<file path="config.mk">
export PLATFORM = sky130hd
export DESIGN_NAME = mul_unit
export DESIGN_NICKNAME = d
export VERILOG_FILES = /design/src/rtl/mul_pkg.sv /design/src/rtl/mul_unit.sv
export SDC_FILE = /design/constraint.sdc
export NUM_CORES = 1
export LEC_CHECK = 0
export ABC_CLOCK_PERIOD_IN_PS = 5300
export BUFFER_PORTS_ARGS = -buffer_cell sky130_fd_sc_hd__buf_2
export CORE_MARGIN = 2
export CORE_UTILIZATION = 40
export DETAILED_ROUTE_END_ITERATION = 10
export HOLD_SLACK_MARGIN = 0.03
export PLACE_DENSITY_LB_ADDON = 0.25
export SLEW_MARGIN = 20
export SYNTH_ARGS = -nofsm -noshare
export SYNTH_HDL_FRONTEND = slang
export SYNTH_SLANG_ARGS = --single-unit
</file>
<file path="constraint.sdc">
create_clock -name clock -period 5.3 [get_ports clock]
set_input_delay 0.265 -clock clock [delete_from_list [all_inputs] [get_ports clock]]
set_output_delay 0.265 -clock clock [all_outputs]
set_load 0.1 [all_outputs]
</file>
<file path="src/rtl/mul_pkg.sv">
`default_nettype none
// +-----------------------------------------------------------------------+
// | Module   : mul_pkg                                                    |
// | Purpose  : Shared types and constants for the shift-add multiplier:   |
// |            FSM state encoding, NZCV bit positions, iteration count,   |
// |            no-write destination code and a flag-update helper.        |
// | Revision : 1.0 - initial release                                      |
// +-----------------------------------------------------------------------+
package mul_pkg;

    typedef enum logic [1:0] {
        ST_IDLE = 2'd0,
        ST_RUN  = 2'd1,
        ST_DONE = 2'd2
    } mul_state_t;

    localparam int MUL_ITERATIONS = 32;
    localparam int CNT_W          = $clog2(MUL_ITERATIONS);

    localparam int FLAG_N = 3;
    localparam int FLAG_Z = 2;
    localparam int FLAG_C = 1;
    localparam int FLAG_V = 0;

    // Destination code that the register file treats as "no write"
    localparam logic [3:0] NO_WRITE_SEL = 4'b1111;

    // N and Z follow the result when flag update is requested; C and V always pass through
    function automatic logic [3:0] mul_flags(input logic [31:0] value,
                                             input logic        update,
                                             input logic [3:0]  flags_in);
        logic [3:0] f;
        f = flags_in;
        if (update) begin
            f[FLAG_N] = value[31];
            f[FLAG_Z] = (value == 32'd0);
        end
        return f;
    endfunction

endpackage
`default_nettype wire

</file>
<file path="src/rtl/mul_unit.sv">
`default_nettype none
// +-----------------------------------------------------------------------+
// | Module   : mul_unit                                                   |
// | Purpose  : Iterative 32x32 -> 32 shift-add multiplier with optional   |
// |            accumulate (MUL / MLA) and NZ flag update. One bit of the  |
// |            multiplier is consumed per RUN cycle.                      |
// | Options  : MUL_EARLY_TERM_EN - finish as soon as the remaining        |
// |            multiplier bits are all zero.                              |
// | Revision : 1.0 - initial release                                      |
// +-----------------------------------------------------------------------+
module mul_unit (
    input  logic        clock,
    input  logic        not_reset,
    input  logic        start,
    input  logic [31:0] op_m,
    input  logic [31:0] op_s,
    input  logic [31:0] op_n,
    input  logic        accumulate,
    input  logic        set_flags,
    input  logic [3:0]  dest_sel,
    input  logic [3:0]  in_flags,
    output logic        busy,
    output logic        done,
    output logic [31:0] result,
    output logic [3:0]  dest_sel_out,
    output logic [3:0]  out_flags
);
    import mul_pkg::*;

    localparam logic [CNT_W-1:0] LAST_ITER = CNT_W'(MUL_ITERATIONS - 1);

    mul_state_t        state;
    mul_state_t        next_state;

    logic [31:0]       mcand;
    logic [31:0]       mplier;
    logic [31:0]       acc;
    logic [CNT_W-1:0]  count;
    logic [3:0]        dest_q;
    logic [3:0]        flags_q;
    logic              set_flags_q;

    logic [31:0]       acc_sum;
    logic [31:0]       mplier_shift;
    logic              last_iter;
    logic              accept;

    // One shift-add step: conditional add of the multiplicand, 32-bit wrap
    always_comb begin
        acc_sum      = mplier[0] ? (acc + mcand) : acc;
        mplier_shift = mplier >> 1;
`ifdef MUL_EARLY_TERM_EN
        last_iter    = (count == LAST_ITER) || (mplier_shift == 32'd0);
`else
        last_iter    = (count == LAST_ITER);
`endif
        accept       = start && (state != ST_RUN);
    end

    // State register
    always_ff @(posedge clock or negedge not_reset) begin
        if (!not_reset) begin
            state <= ST_IDLE;
        end else begin
            state <= next_state;
        end
    end

    // Next-state logic and state-decoded outputs
    always_comb begin
        next_state   = state;
        busy         = 1'b0;
        done         = 1'b0;
        dest_sel_out = NO_WRITE_SEL;
        case (state)
            ST_IDLE: begin
                if (start) begin
                    next_state = ST_RUN;
                end
            end
            ST_RUN: begin
                busy = 1'b1;
                if (last_iter) begin
                    next_state = ST_DONE;
                end
            end
            ST_DONE: begin
                done         = 1'b1;
                dest_sel_out = dest_q;
                next_state   = start ? ST_RUN : ST_IDLE;
            end
            default: begin
                next_state = ST_IDLE;
            end
        endcase
    end

    // Operand capture, iteration datapath and result/flag registers
    always_ff @(posedge clock or negedge not_reset) begin
        if (!not_reset) begin
            mcand       <= 32'd0;
            mplier      <= 32'd0;
            acc         <= 32'd0;
            count       <= '0;
            dest_q      <= NO_WRITE_SEL;
            flags_q     <= 4'd0;
            set_flags_q <= 1'b0;
            result      <= 32'd0;
            out_flags   <= 4'd0;
        end else if (accept) begin
            mcand       <= op_m;
            mplier      <= op_s;
            acc         <= accumulate ? op_n : 32'd0;
            count       <= '0;
            dest_q      <= dest_sel;
            flags_q     <= in_flags;
            set_flags_q <= set_flags;
        end else if (state == ST_RUN) begin
            acc    <= acc_sum;
            mcand  <= mcand << 1;
            mplier <= mplier_shift;
            count  <= count + CNT_W'(1);
            if (last_iter) begin
                result    <= acc_sum;
                out_flags <= mul_flags(acc_sum, set_flags_q, flags_q);
            end
        end
    end

endmodule
`default_nettype wire

</file>
==> out/results.tsv <==
stage	metric	value	unit
global_routing	Total Routing Usage GR	0.2163	
setup_path	slack of the worst reg-to-reg path	1.71	ns
cts	cell at the root of the clock tree	sky130_fd_sc_hd__clkbuf_16	
placement	Placed Cells	1292	
die	Chip Width	149.8	um
cts	insertion delay to the later sink of the worst-skew pair	0.44	ns
synth	post-synthesis register bit count	148	
timing	peak clock frequency supported by timing	276.9	MHz
synth	flip-flop cell with the highest count after synthesis	sky130_fd_sc_hd__dfrtp_1	
synth	share of async-settable or async-resettable flops after synthesis	1.000	
synth	Seq/Total Area, Yosys	0.4361	
layout	filler-free cell count of the finished design	1328	
die	number of placement rows	53	
timing	Post-Route Skew	0.01201	ns
global_routing	leftover overflow at the end of global routing	0	
setup_path	Startpoint Class	flop	
route	drt initial violations	471	
die	initial core utilization	0.4058	
route	average detailed-routed wire length per instance	17.67	um
cts	Bufs on Longest Clock Path	2	
global_routing	wire length of the first global-routing pass	38.04	mm
job	max-cap violation count	0	
layout	Area growth syn-to-layout	17.70	%
cts	TritonCTS clock tree	yes	
route	via/cell ratio	5.496	
route	remaining antenna violation count after routing	0	
layout	number of nets in the final layout	1180	
layout	layout cell share with drive strength beyond 1	0.2095	
timing	Least-Margin Pin Slew	0.8903	ns
timing	final sum of negative setup slack	0	ns
route	total routed wirelength	23.46	mm
power	leakage power	4.770	nW
global_routing	antenna violations before repair	3	
setup_path	critical path peak fanout	102	
placement	Buffers on Ports	150	
cts	cts bufs inserted	17	
timing	fin crit period	3.612	ns
cts	clock sinks	148	
synth	Post-Syn Area	0.008504	sq mm
die	total I/O pin count	151	
timing	relative slew slack	0.4065	
timing	max-slew violations	0	
synth	count of synthesis-stage warnings from yosys	0	
setup_path	type of the worst setup path	flop to output port	
status	result of the run	finished clean	
timing	fraction of the cycle the final worst path needs	0.6815	
setup_path	endpoint type of the worst setup path	output port	
placement	half-perimeter wire length of the detailed placement result	16.99	mm
synth	number of different library cells in the post-synthesis netlist	66	
route	Via Count	7299	
route	DRC violations left	0	
global_routing	pin count of the biggest net entering global routing	103	
cts	clock-pin slew of the registers on the worst-case setup and hold paths	0.07	ns
setup_path	WP data required	5.04	ns
setup_path	critical path data arrival time	3.35	ns
cts	number of buffers inserted by post-CTS setup repair	0	
die	floorplan core area	0.02096	sq mm
die	Die Span Y	149.8	um
die	floorplan die area	0.02244	sq mm
cts	total number of H-tree levels	4	
synth	number of flops mapped to enable cells by yosys	0	
cts	Resized cells post-CTS	0	
global_routing	number of global-route vias before repair	7194	
cts	Hold Buf Count CTS	1	
timing	setup violation total in the final timing report	0	
synth	total nets after synthesis	1062	
worst_hold_path	worst min-delay path class	input port to flop	
timing	count of final hold-check violations	0	
placement	GPL Wtd Cong	0.9243	
power	power density normalized to cell area	695.9	mW/mm^2
route	First-pass DRT Iterations	5	
timing	RSZ-0062 raised after global routing	false	
power	peak ir drop on the vdd network	0.0002865	V
layout	number of fillers in the final layout	2042	
synth	instance count of the mapped netlist	919	
synth	average instance area after synthesis	9.254	sq um
## synth_stat cells (all sizes together), types with 12 or more instances
master	instances	area, sq um
nor2	39	146.4
nor3	13	70.07
a21o	12	90.09
a221oi	31	289.0
ha	33	412.9
nand2	152	570.6
dfrtp	144	3603
a21oi	59	302.8
nand4	12	75.07
mux2i	80	800.8
nand3	18	90.09
clkbuf	50	187.7
o21ai	121	609.3
## cells by family after synthesis
kind of cell / count (synthesis) / synth area share
AOI/OAI and AO/OA: 276 / 0.2063
xor gates and xnor gates: 19 / 0.01957
adders and majority gates: 34 / 0.05091
buffers and inverters: 71 / 0.03163
DFF: 148 / 0.4361
muxes: 89 / 0.1061
and+or+nand+nor: 282 / 0.1495
## layout by cell type (no fill, tap or decap), types with 9 or more instances in the layout
cell type,n
sky130_fd_sc_hd__a21o_1,12
sky130_fd_sc_hd__a21oi_1,57
sky130_fd_sc_hd__a221oi_1,30
sky130_fd_sc_hd__buf_2,148
sky130_fd_sc_hd__clkbuf_16,17
sky130_fd_sc_hd__dfrtp_1,143
sky130_fd_sc_hd__ha_1,33
sky130_fd_sc_hd__inv_1,10
sky130_fd_sc_hd__mux2_2,9
sky130_fd_sc_hd__mux2i_1,80
sky130_fd_sc_hd__nand2_1,151
sky130_fd_sc_hd__nand3_1,18
sky130_fd_sc_hd__nand4_1,12
sky130_fd_sc_hd__nor2_1,39
sky130_fd_sc_hd__nor3_1,12
sky130_fd_sc_hd__o21ai_0,116
sky130_fd_sc_hd__xnor2_1,11
## worst paths after layout
path,startpoint,to,cells past startpoint
worst min register to register,mplier[16],mplier[15],2
min in group asynchronous,not_reset,mcand[14],2
worst max-delay path,state[1],busy,4
worst min-delay path,in_flags[3],flags_q[3],2
worst max register to register,mcand[1],out_flags[2],11
max in group asynchronous,not_reset,acc[30],3
## worst max-delay path: stages, from the launching register on
cell                       delay (ns)
sky130_fd_sc_hd__dfrtp_1         0.37
sky130_fd_sc_hd__nand2b_1        0.40
sky130_fd_sc_hd__inv_4           0.73
sky130_fd_sc_hd__buf_4           0.82
sky130_fd_sc_hd__buf_2           0.56
## report_power, final
group	switching (mW)	leakage (nW)	internal (mW)
Combinational	2.56	2.66	1.27
Sequential	0.381	1.84	1.60
Clock	0.536	0.271	0.615
## state kept, by name, indices dropped and copies added (netlist names)
name         count
out_flags        4
count            5
result          32
set_flags_q      1
flags_q          4
acc             32
mplier          32
dest_q           4
state            2
mcand           32
## per-stage QoR
step	utilization	power, mW	worst slack [ns]	instance area [sq um]	hold slack, ns
4_1_cts	0.4773	6.988	1.642	10000	0.04583
2_1_floorplan	-	4.899	2.096	8504	-0.03059
3_3_place_gp	0.4507	5.782	1.721	9444	0.2218
6_report	0.4777	6.966	1.688	10010	0.05913
5_1_grt	0.4774	7.508	1.365	10000	0.05232
3_5_place_dp	0.4507	5.810	1.705	9444	0.2201
## routing by layer
metal	GRT usage	part of all wire	vias up
li1	-	-	3601
met1	0.2884	0.47	3487
met2	0.3425	0.46	181
met3	0.06006	0.055	30
met4	0.06745	0.020	0
met5	0	0	-
## cell type report
cell class	count	area (sq um)	share of cell area
antenna	3	7.507	0.0007500
clock buffer	18	429.2	0.04288
clock inverter	14	118.9	0.01188
inverter	12	47.55	0.004750
multi-input combinational	700	4531	0.4526
sequential	148	3710	0.3706
tap	275	344.1	0.03437
timing repair buffer	158	822.0	0.08212
Power figures use the tool's default switching activity.
